`src/rtl/icache_refill_ctrl.sv`:
```
// Instruction cache miss/refill sequencer: looks up the cache, refills misses from
// instruction memory over a req/ack handshake and keeps saturating hit/miss counts.
module icache_refill_ctrl #(
   parameter int CNT_W   = 16,
   parameter int TIMEOUT = 255
) (
   input  logic             clk_i,
   input  logic             rst_i,
   input  logic             cpu_req_i,
   input  logic [31:0]      cpu_pc_i,
   output logic             cpu_ready_o,
   output logic             cpu_err_o,
   output logic             stall_o,
   output logic [31:0]      cache_pc_o,
   output logic             cache_we_o,
   output logic [31:0]      cache_inst_o,
   input  logic             hit_i,
   output logic             mem_req_o,
   output logic [31:0]      mem_addr_o,
   input  logic             mem_ack_i,
   input  logic [31:0]      mem_data_i,
   input  logic             mem_err_i,
   output logic [CNT_W-1:0] hit_cnt_o,
   output logic [CNT_W-1:0] miss_cnt_o
);

   typedef enum logic [1:0] {IDLE, LOOKUP, MEM_WAIT, FILL} state_t;

   localparam logic [15:0]      TMO_LIMIT = 16'(TIMEOUT);
   localparam logic [CNT_W-1:0] CNT_MAX   = '1;

   state_t      state, state_next;
   logic [31:0] pc_q;
   logic [31:0] data_q;
   logic        refilled;
   logic [15:0] tmo_cnt;
   logic        first_hit;
   logic        first_miss;

   assign first_hit  = (state == LOOKUP) && hit_i && !refilled;
   assign first_miss = (state == LOOKUP) && !hit_i && !refilled;

   always_ff @(posedge clk_i or posedge rst_i) begin
      if (rst_i) state <= IDLE;
      else       state <= state_next;
   end

   // Only IDLE follows the live CPU inputs; everything after accept works from pc_q.
   always_comb begin
      state_next   = state;
      cpu_ready_o  = 1'b0;
      cpu_err_o    = 1'b0;
      stall_o      = 1'b1;
      cache_pc_o   = pc_q;
      cache_we_o   = 1'b0;
      cache_inst_o = 32'h0;
      mem_req_o    = 1'b0;
      mem_addr_o   = 32'h0;
      case (state)
         IDLE: begin
            stall_o    = cpu_req_i && !rst_i;
            cache_pc_o = cpu_pc_i;
            if (cpu_req_i) state_next = LOOKUP;
         end
         LOOKUP: begin
            if (hit_i) begin
               cpu_ready_o = 1'b1;
               stall_o     = 1'b0;
               state_next  = IDLE;
            end else if (refilled) begin
               cpu_err_o  = 1'b1;
               stall_o    = 1'b0;
               state_next = IDLE;
            end else begin
               state_next = MEM_WAIT;
            end
         end
         MEM_WAIT: begin
            mem_req_o  = 1'b1;
            mem_addr_o = {pc_q[31:2], 2'b00};
            if (mem_ack_i) begin
               state_next = FILL;
            end else if (mem_err_i || (tmo_cnt == TMO_LIMIT)) begin
               cpu_err_o  = 1'b1;
               stall_o    = 1'b0;
               state_next = IDLE;
            end
         end
         FILL: begin
            cache_we_o   = 1'b1;
            cache_inst_o = data_q;
            state_next   = LOOKUP;
         end
         default: state_next = IDLE;
      endcase
   end

   always_ff @(posedge clk_i or posedge rst_i) begin
      if (rst_i) begin
         pc_q     <= 32'h0;
         data_q   <= 32'h0;
         refilled <= 1'b0;
         tmo_cnt  <= 16'h0;
      end else begin
         if (state == IDLE && cpu_req_i) begin
            pc_q     <= cpu_pc_i;
            refilled <= 1'b0;
         end
         if (state == FILL) refilled <= 1'b1;
         if (state == MEM_WAIT && mem_ack_i) data_q <= mem_data_i;
         // Counter is held at zero outside MEM_WAIT, so it restarts on every entry.
         if (state == MEM_WAIT) tmo_cnt <= tmo_cnt + 16'd1;
         else                   tmo_cnt <= 16'h0;
      end
   end

   always_ff @(posedge clk_i or posedge rst_i) begin
      if (rst_i) begin
         hit_cnt_o  <= '0;
         miss_cnt_o <= '0;
      end else begin
         if (first_hit && hit_cnt_o != CNT_MAX)   hit_cnt_o  <= hit_cnt_o + CNT_W'(1);
         if (first_miss && miss_cnt_o != CNT_MAX) miss_cnt_o <= miss_cnt_o + CNT_W'(1);
      end
   end

endmodule

```
`config.mk`:
```
export PLATFORM = sky130hd
export DESIGN_NAME = icache_refill_ctrl
export DESIGN_NICKNAME = d
export VERILOG_FILES = /design/src/rtl/icache_refill_ctrl.sv
export SDC_FILE = /design/constraint.sdc
export NUM_CORES = 1
export LEC_CHECK = 0
export CAP_MARGIN = 10
export CORE_MARGIN = 10
export CORE_UTILIZATION = 30
export CTS_CLUSTER_DIAMETER = 200
export DETAILED_ROUTE_END_ITERATION = 6
export GPL_TIMING_DRIVEN = 0
export PLACE_DENSITY_LB_ADDON = 0.1
export SYNTH_ARGS = -nofsm -noshare
export SYNTH_HDL_FRONTEND = slang
export SYNTH_SLANG_ARGS = --single-unit
```
`constraint.sdc`:
```
create_clock -name clk_i -period 5.8 [get_ports clk_i]
set_input_delay 1.74 -clock clk_i [delete_from_list [all_inputs] [get_ports clk_i]]
set_output_delay 1.74 -clock clk_i [all_outputs]
set_load 0.05 [all_outputs]
```
# After elaboration in Yosys (flattened, before gate mapping)
# Index checks and enable logic that the tools add are counted.
[classes]
muxes = 26
eq_ne = 8
n_reduce_logical = 16
addsub = 3
[ops]
columns = ["op", "n"]
rows = [
  ["two-way mux 32 bit", 3],
  ["adder 16 x 1 -> 16 bit (second input constant)", 3],
  ["!= test 16 bit (second input constant)", 2],
  ["== test 16 x 8 -> 1 bit (second input constant)", 1],
  ["two-way mux 16 bit", 1],
  ["two-way mux 1 bit", 14],
  ["two-way mux 2 bit", 5],
  ["logical AND 1 bit", 9],
  ["one-hot mux 2 bit (4 select lines)", 1],
  ["== test 2 bit (second input constant)", 2],
  ["logical NOT 1 bit", 3],
  ["!= test 3 bit (second input constant)", 1],
  ["one-hot mux 1 bit (3 select lines)", 1],
  ["== test 2 x 1 -> 1 bit (second input constant)", 1],
  ["logical NOT 2 bit", 1],
  ["!= test 2 bit (second input constant)", 1],
  ["one-hot mux 1 bit (2 select lines)", 1],
  ["AND reduction 2 bit", 1],
  ["nonzero test 2 bit", 1],
  ["logical OR 1 bit", 1],
]
[totals]
register_bits = 115
out_inout_bits = 133
inputBits = 70
wordCells = 60

# Longest topological paths before layout
# Gate-level depths: netlist of the first run.
[logic_depth]
word_depth = 5
mapped_depth = 8
depth_no_buf = 6

# Least setup slack after synthesis of the first run
# Ideal clock, no wire load.
[synth_path]
path_kind = "input to output"
start = "input port mem_err_i"
end = "output port stall_o"
setup_slack_ns = 0.933
path_buffers = 0
required_time_ns = 4.060
t_arrival_ns = 3.127
stages = 2
cell_sequence = "or2_2 -> o21ai_0"
[synth_between]
elab_chain_len = 4
[synth_rtl]
columns = ["element", "line_no", "rtl"]
rows = [
  ["from (decl)", "22", "input logic mem_err_i,"],
  ["logical OR 1 bit", "83", "end else if (mem_err_i || (tmo_cnt == TMO_LIMIT)) begin"],
  ["two-way mux 1 bit", "83", ""],
  ["two-way mux 1 bit", "81", "if (mem_ack_i) begin"],
  ["one-hot mux 1 bit (3 select lines)", "59", "case (state)"],
  ["to (decl)", "13", "output logic stall_o,"],
]
# No other way between the ends.

# Final worst setup path of the first run
[layout_path]
start = "input port hit_i"
end = "output port stall_o"
[layout_between]
elab_chain_len = 2
[layout_rtl]
columns = ["element", "line_no", "rtl"]
rows = [
  ["from (decl)", "17", "input logic hit_i,"],
  ["two-way mux 1 bit", "66", "if (hit_i) begin"],
  ["one-hot mux 1 bit (3 select lines)", "59", ""],
]
# No other way between the ends.

==> qor.yml, run 1 <==
synth:
  synth.distinct_cells: 44
  ys_seq_area_share_pct: 49.5
  synth-seq-cells: 115
  yosysTopAreaCellShare_pct: 49.5
  netlist_instances: 502
  syn_area_mm2: 0.00582
  yosys.area.top_type: "dfrtp_1"
  yosys_warnings: 0
  synth_area_per_cell_um2: 11.6
  synth_area_leaders: "dfrtp_1 49%, mux2_2 19%, and2_1 7.3%, xor2_1 3.0%, xnor2_1 2.4%"
final_layout:
  layout-drive-gt1-share_pct: 19.6
  num-fill-cells: 1776
  regArea_mm2: 0.00288
  post-route-util_pct: 46.5
  diodes: 0
  mostFrequentLayoutCell: "clkdlybuf4s50_1"
  layout.nets: 798
  multi_input_comb_area_mm2: 0.00280
  area_growth_pct: 51.2
  final_cell_mix: "200 x clkdlybuf4s50_1, 115 x dfrtp_1, 98 x mux2_2"
cts:
  post_cts_buffers: 0
  ctsLongestPathBuffers: 2
  clk_latency_ns: 0.42
  path_clk_slew_ns: 0.05
  cts_resized: 0
  cts.sinks: 115
  cts_root_buf: "clkbuf_16"
  cts_buffers: 17
  cts_tree: "yes"
  cts_hold_buffers: 0
  ctsHtreeMaxLevel: 4
timing:
  post-route-period-util_pct: 98.0
  setup_slack_ns: 0.118
  period_minus_slack_ns: 5.68
  worstMarginPinSlew_ns: 0.627
  fin_setup_tns_ns: 0
  finalHoldViolCount: 0
  fmax_mhz: 176
  rsz0062_at_grt: "false"
  skew_ns: 0.00955
  slew_violations: 0
  slew_headroom_pct: 58.2
  setup_viol: 0
min_path:
  holdPathStages: 1
  hold_path_class: "flip-flop to flip-flop"
placement:
  io_buffers: 200
  dpl.hpwl_um: 13100
  place_ws_ns: -0.109
  gp_congestion: 0.736
grt:
  grt-ovfl-total: 0
  grtUsageTotal_pct: 13.6
  grt_start_max_net_pins: 83
  antenna_found_initial: 0
  grt_pass1_vias: 4826
  grt_first_pass_wirelength_um: 27400
power_and_ir_drop:
  switching_share_pct: 42.1
  combPwrFrac_pct: 49.8
  clkPwrFrac_pct: 23.1
  p_sw_w: 0.00198
  p_leak_nw: 3.69
  seqPwrFrac_pct: 27.1
  powerDensity_mw_per_mm2: 535
  ir_drop_v: 0.000335
  p_int_w: 0.00272
worst_setup_path:
  worst_setup_path_start_kind: "input pin"
  worst_setup_path_end_kind: "output pin"
  worst-r2r-cell-count: 6
  cpMostUsedCell: "clkdlybuf4s50_1"
  worstPathCellList: "clkdlybuf4s50_1 -> or3b_1 -> buf_6 -> nand2_1 -> nor3_1 -> o21ai_0 -> clkdlybuf4s50_1"
  cp.depth: 7
  crit_type: "input pin to output pin"
  cp_max_fo: 6
  path_delay_family: "buffers and inverters"
  critical_path.slowest_cell: "clkdlybuf4s50_1"
  max_stage_delay_ns: 0.87
  worstPathRequired_ns: 4.06
  crit_arrival_ns: 3.94
  critPathBufInv: 3
drt:
  viasPerCell: 4.61
  final_antenna_net_count: 0
  drc_errors: 0
  wire_per_inst_um: 17.4
  drt-initial-drc-count: 141
  drt-total-wl_um: 17300
  dr_total_vias: 4587
  dr.pass1.iters: 4
floorplan:
  die_area_mm2: 0.0254
  io-pin-count: 203
  core_area_mm2: 0.0189
  row_count: 50
  die_w_um: 159
  die_y_um: 159
  initial_core_util_pct: 30.8
run_status:
  status: "finished, final reports clean"
job:
  maxCapViolations: 0
through the flow:
stage          std cells  hold slack (ns)  power [W]  cell area, um^2
6_report             994            0.439    0.00470             8790
5_1_grt              994            0.460    0.00496             8790
4_1_cts              994            0.445    0.00478             8790
3_5_place_dp         964            0.438    0.00365             8180
3_3_place_gp         963            0.430    0.00362             8150
2_1_floorplan        503            0.416    0.00287             5820
power by group through the flow:
stage / clock [W] / sequential [W] / combinational [W]
after floorplan: 0 / 0.00137 / 0.00150
after global placement: 0 / 0.00127 / 0.00235
after detailed placement: 0 / 0.00129 / 0.00237
after CTS: 0.00112 / 0.00128 / 0.00238
after global routing: 0.00116 / 0.00131 / 0.00248
final: 0.00109 / 0.00127 / 0.00234
registers in the layout, summed over array words and instances, names as in the netlist:
| name | flops |
|---|---|
| data_q | 32 |
| hit_cnt_o | 16 |
| miss_cnt_o | 16 |
| pc_q | 32 |
| refilled | 1 |
| state | 2 |
| tmo_cnt | 16 |
routing by layer:
metal	part of all wire [%]	global-route usage (%)	up-vias
met1	41	15.5	2235
met3	12	8.52	14
met4	1.2	4.55	0
li1	-	-	2192
met5	0	0	-
met2	46	20.4	146
cell type report:
cell class | instances | share of cell area (%)
plain buffers | 25 | 1.28
flip-flops and latches | 115 | 32.7
clock buffers | 23 | 5.55
well taps | 260 | 3.70
multi-input cells | 353 | 31.8
inverters | 8 | 0.398
clock inverters | 9 | 1.44
repair buffers | 201 | 23.1
cell families (layout without fill, tap and decap cells):
| logic type | count (synthesis) | after routing | synth area share [%] |
|---|---|---|---|
| other | 1 | 2 | 0.0645 |
| buffers and inverters | 35 | 266 | 2.58 |
| and+or+nand+nor | 181 | 181 | 18.8 |
| AOI/OAI and AO/OA | 27 | 27 | 2.86 |
| muxes | 100 | 100 | 19.3 |
| adders and majority gates | 7 | 7 | 1.51 |
| xor gates and xnor gates | 36 | 36 | 5.42 |
| DFF | 115 | 115 | 49.5 |
synthesized netlist by cell type (all sizes together):
master	instances
o41ai	1
a21oi	7
nand4b	1
inv	7
nand3	20
xor2	20
o22ai	1
or3b	1
nand2b	1
mux2i	2
a211oi	5
o21ai	6
a21boi	1
and3	8
conb	1
nand4	13
dfrtp	115
nand3b	2
ha	7
nand2	18
mux2	98
and4	8
and2	68
clkinv	1
a21o	1
xnor2	16
nor4	8
a31oi	3
nor2	18
o21a	1
nor3b	1
buf	9
nor4b	1
o31ai	1
nor3	6
or2	3
or3	4
clkbuf	18
worst reg2reg max path, cell delays in order, from the launching register on:
cell,delay (ns)
dfrtp_1,0.43
inv_1,0.09
ha_1,0.22
clkbuf_1,0.24
nand2_2,0.38
buf_1,0.51
mux2_2,0.40
worst paths after layout:
kind	from	end	slack (ns)
worst max-delay path	hit_i	stall_o	0.12
worst min-delay path	tmo_cnt[0]	tmo_cnt[0]	0.44
worst max register to register	state[0]	data_q[21]	3.42
worst min register to register	tmo_cnt[0]	tmo_cnt[0]	0.44
max in group asynchronous	rst_i	pc_q[18]	3.36
min in group asynchronous	rst_i	data_q[1]	1.72
No activity file was read; power rests on OpenSTA's default activity.
==> run 2: changes to the inputs <==
- GPL_TIMING_DRIVEN: 0 -> default
==> run 2 against run 1 <==
Against the previous run: sequential power hardly changed; global-route usage increased by 0.070 points; critical endpoint is now cpu_err_o; fmax up 8.9%; clock power up 4%; register-to-register slack better by 0.21 ns; count of clock-buffer cells in the layout is the same; sequential share of layout area up 0.23 points; via count is 1.4% lower; highest routed layer is now met5; flip-flop and latch count did not move; worst setup slack better by 0.46 ns; hold slack got worse by 0.0039 ns.
==> qor.yml, run 2 (same netlist as run 1, synthesis figures left out) <==
final_layout:
  mostFrequentLayoutCell: "clkdlybuf4s50_1"
  largestRegisters: "data_q: 32 flops, pc_q: 32 flops"
  layout-drive-gt1-share_pct: 20.0
  design_area_mm2: 0.00873
  diodes: 0
  final_cells: 975
  layout.nets: 779
  area_growth_pct: 50.1
  final_cell_mix: "199 x clkdlybuf4s50_1, 115 x dfrtp_1, 98 x mux2_2"
  num-fill-cells: 1785
drt:
  wire_per_inst_um: 17.7
  drc_errors: 0
  drt-total-wl_um: 17300
  drt-initial-drc-count: 166
  dr.pass1.iters: 4
  final_antenna_net_count: 0
  dr_total_vias: 4523
  viasPerCell: 4.64
cts:
  cts_buffers: 17
  cts.sinks: 115
  cts_tree: "yes"
  ctsHtreeMaxLevel: 4
  path_clk_slew_ns: 0.05
  cts_root_buf: "clkbuf_16"
  cts_hold_buffers: 0
  ctsLongestPathBuffers: 2
  post_cts_buffers: 0
  cts_resized: 0
  clk_latency_ns: 0.41
floorplan:
  initial_core_util_pct: 30.8
  row_count: 50
  core_area_mm2: 0.0189
  die_w_um: 159
  die_area_mm2: 0.0254
  die_y_um: 159
  io-pin-count: 203
placement:
  gp_congestion: 0.807
  post_dp_cell_area_mm2: 0.00809
  io_buffers: 200
  dpl.hpwl_um: 12800
  dp_cells: 943
timing:
  finalHoldViolCount: 0
  fin_setup_tns_ns: 0
  post-route-period-util_pct: 90.0
  slew_headroom_pct: 31.8
  skew_ns: 0.00671
  period_minus_slack_ns: 5.22
  slew_violations: 0
  fmax_mhz: 192
  setup_viol: 0
  worstMarginPinSlew_ns: 1.02
  rsz0062_at_grt: "false"
worst_setup_path:
  rrSetupSlack_ns: 3.63
  crit_arrival_ns: 3.48
  crit_type: "input pin to output pin"
  worstPathRequired_ns: 4.06
  worst_setup_path_start_kind: "input pin"
  worst_setup_path_end_kind: "output pin"
  cp_max_fo: 4
power_and_ir_drop:
  p_leak_nw: 3.66
  powerDensity_mw_per_mm2: 543
  ir_drop_v: 0.000313
  power.total_w: 0.00474
job:
  maxCapViolations: 0
grt:
  grt-ovfl-total: 0
  grtUsageTotal_pct: 13.6
  antenna_found_initial: 1
  grt_pass1_vias: 4875
  grt_first_pass_wirelength_um: 28100
  grt_start_max_net_pins: 57
run_status:
  status: "finished, final reports clean"
min_path:
  hold_path_class: "flip-flop to flip-flop"
[run 2: cell types whose count changed in the layout (fill, tap and decap cells not counted), sizes merged]
cell,previous run,this run
clkinvlp,1,2
buf,9,8
clkdlybuf4s50,200,199
clkbuf,40,23
clkinv,6,4
bufinv,3,4
[run 2: cell type report]
class | instances | area, um^2 | share of cell area (%)
clock buffers | 23 | 488 | 5.59
clock inverters | 9 | 150 | 1.72
inverters | 8 | 32.5 | 0.373
multi-input cells | 353 | 2790 | 32.0
flip-flops and latches | 115 | 2880 | 33.0
well taps | 260 | 325 | 3.73
repair buffers | 207 | 2060 | 23.6
[run 2: per-stage QoR]
stage	util, %	setup slack, ns	hold slack, ns
global placement	42.8	0.570	0.430
floorplan	-	0.933	0.416
finish	46.2	0.581	0.435
CTS	46.2	0.572	0.439
detailed placement	42.8	0.582	0.432
global route	46.2	0.463	0.475
[run 2: worst max-delay path: stages]
cell and delay (ns):
clkdlybuf4s50_1 0.47, nor2_1 0.15, o21ai_0 0.09, a21boi_0 0.19
clkdlybuf4s50_1 0.84
[run 2: worst paths after layout]
path | from | end | depth (start not counted)
setup / recovery | mem_ack_i | cpu_err_o | 5
hold / removal | tmo_cnt[0] | tmo_cnt[0] | 1
setup reg to reg | state[1] | miss_cnt_o[12] | 6
hold reg to reg | tmo_cnt[0] | tmo_cnt[0] | 1
max in group asynchronous | rst_i | miss_cnt_o[12] | 3
min in group asynchronous | rst_i | data_q[6] | 2
[run 2: metal layers]
layer	GRT usage, %	routed length [um]	share of wire, %	vias up
li1	-	-	-	2152
met1	15.9	7000	40	2201
met2	20.3	7880	46	149
met3	9.01	2280	13	19
met4	3.33	139	0.80	2
met5	0	8	0.046	-
[run 2: where the power goes]
group / switching [W] / internal, W
clock: 0.000370 / 0.000762
sequential: 0.000190 / 0.00108
combinational: 0.00141 / 0.000924
total: 0.00197 / 0.00277
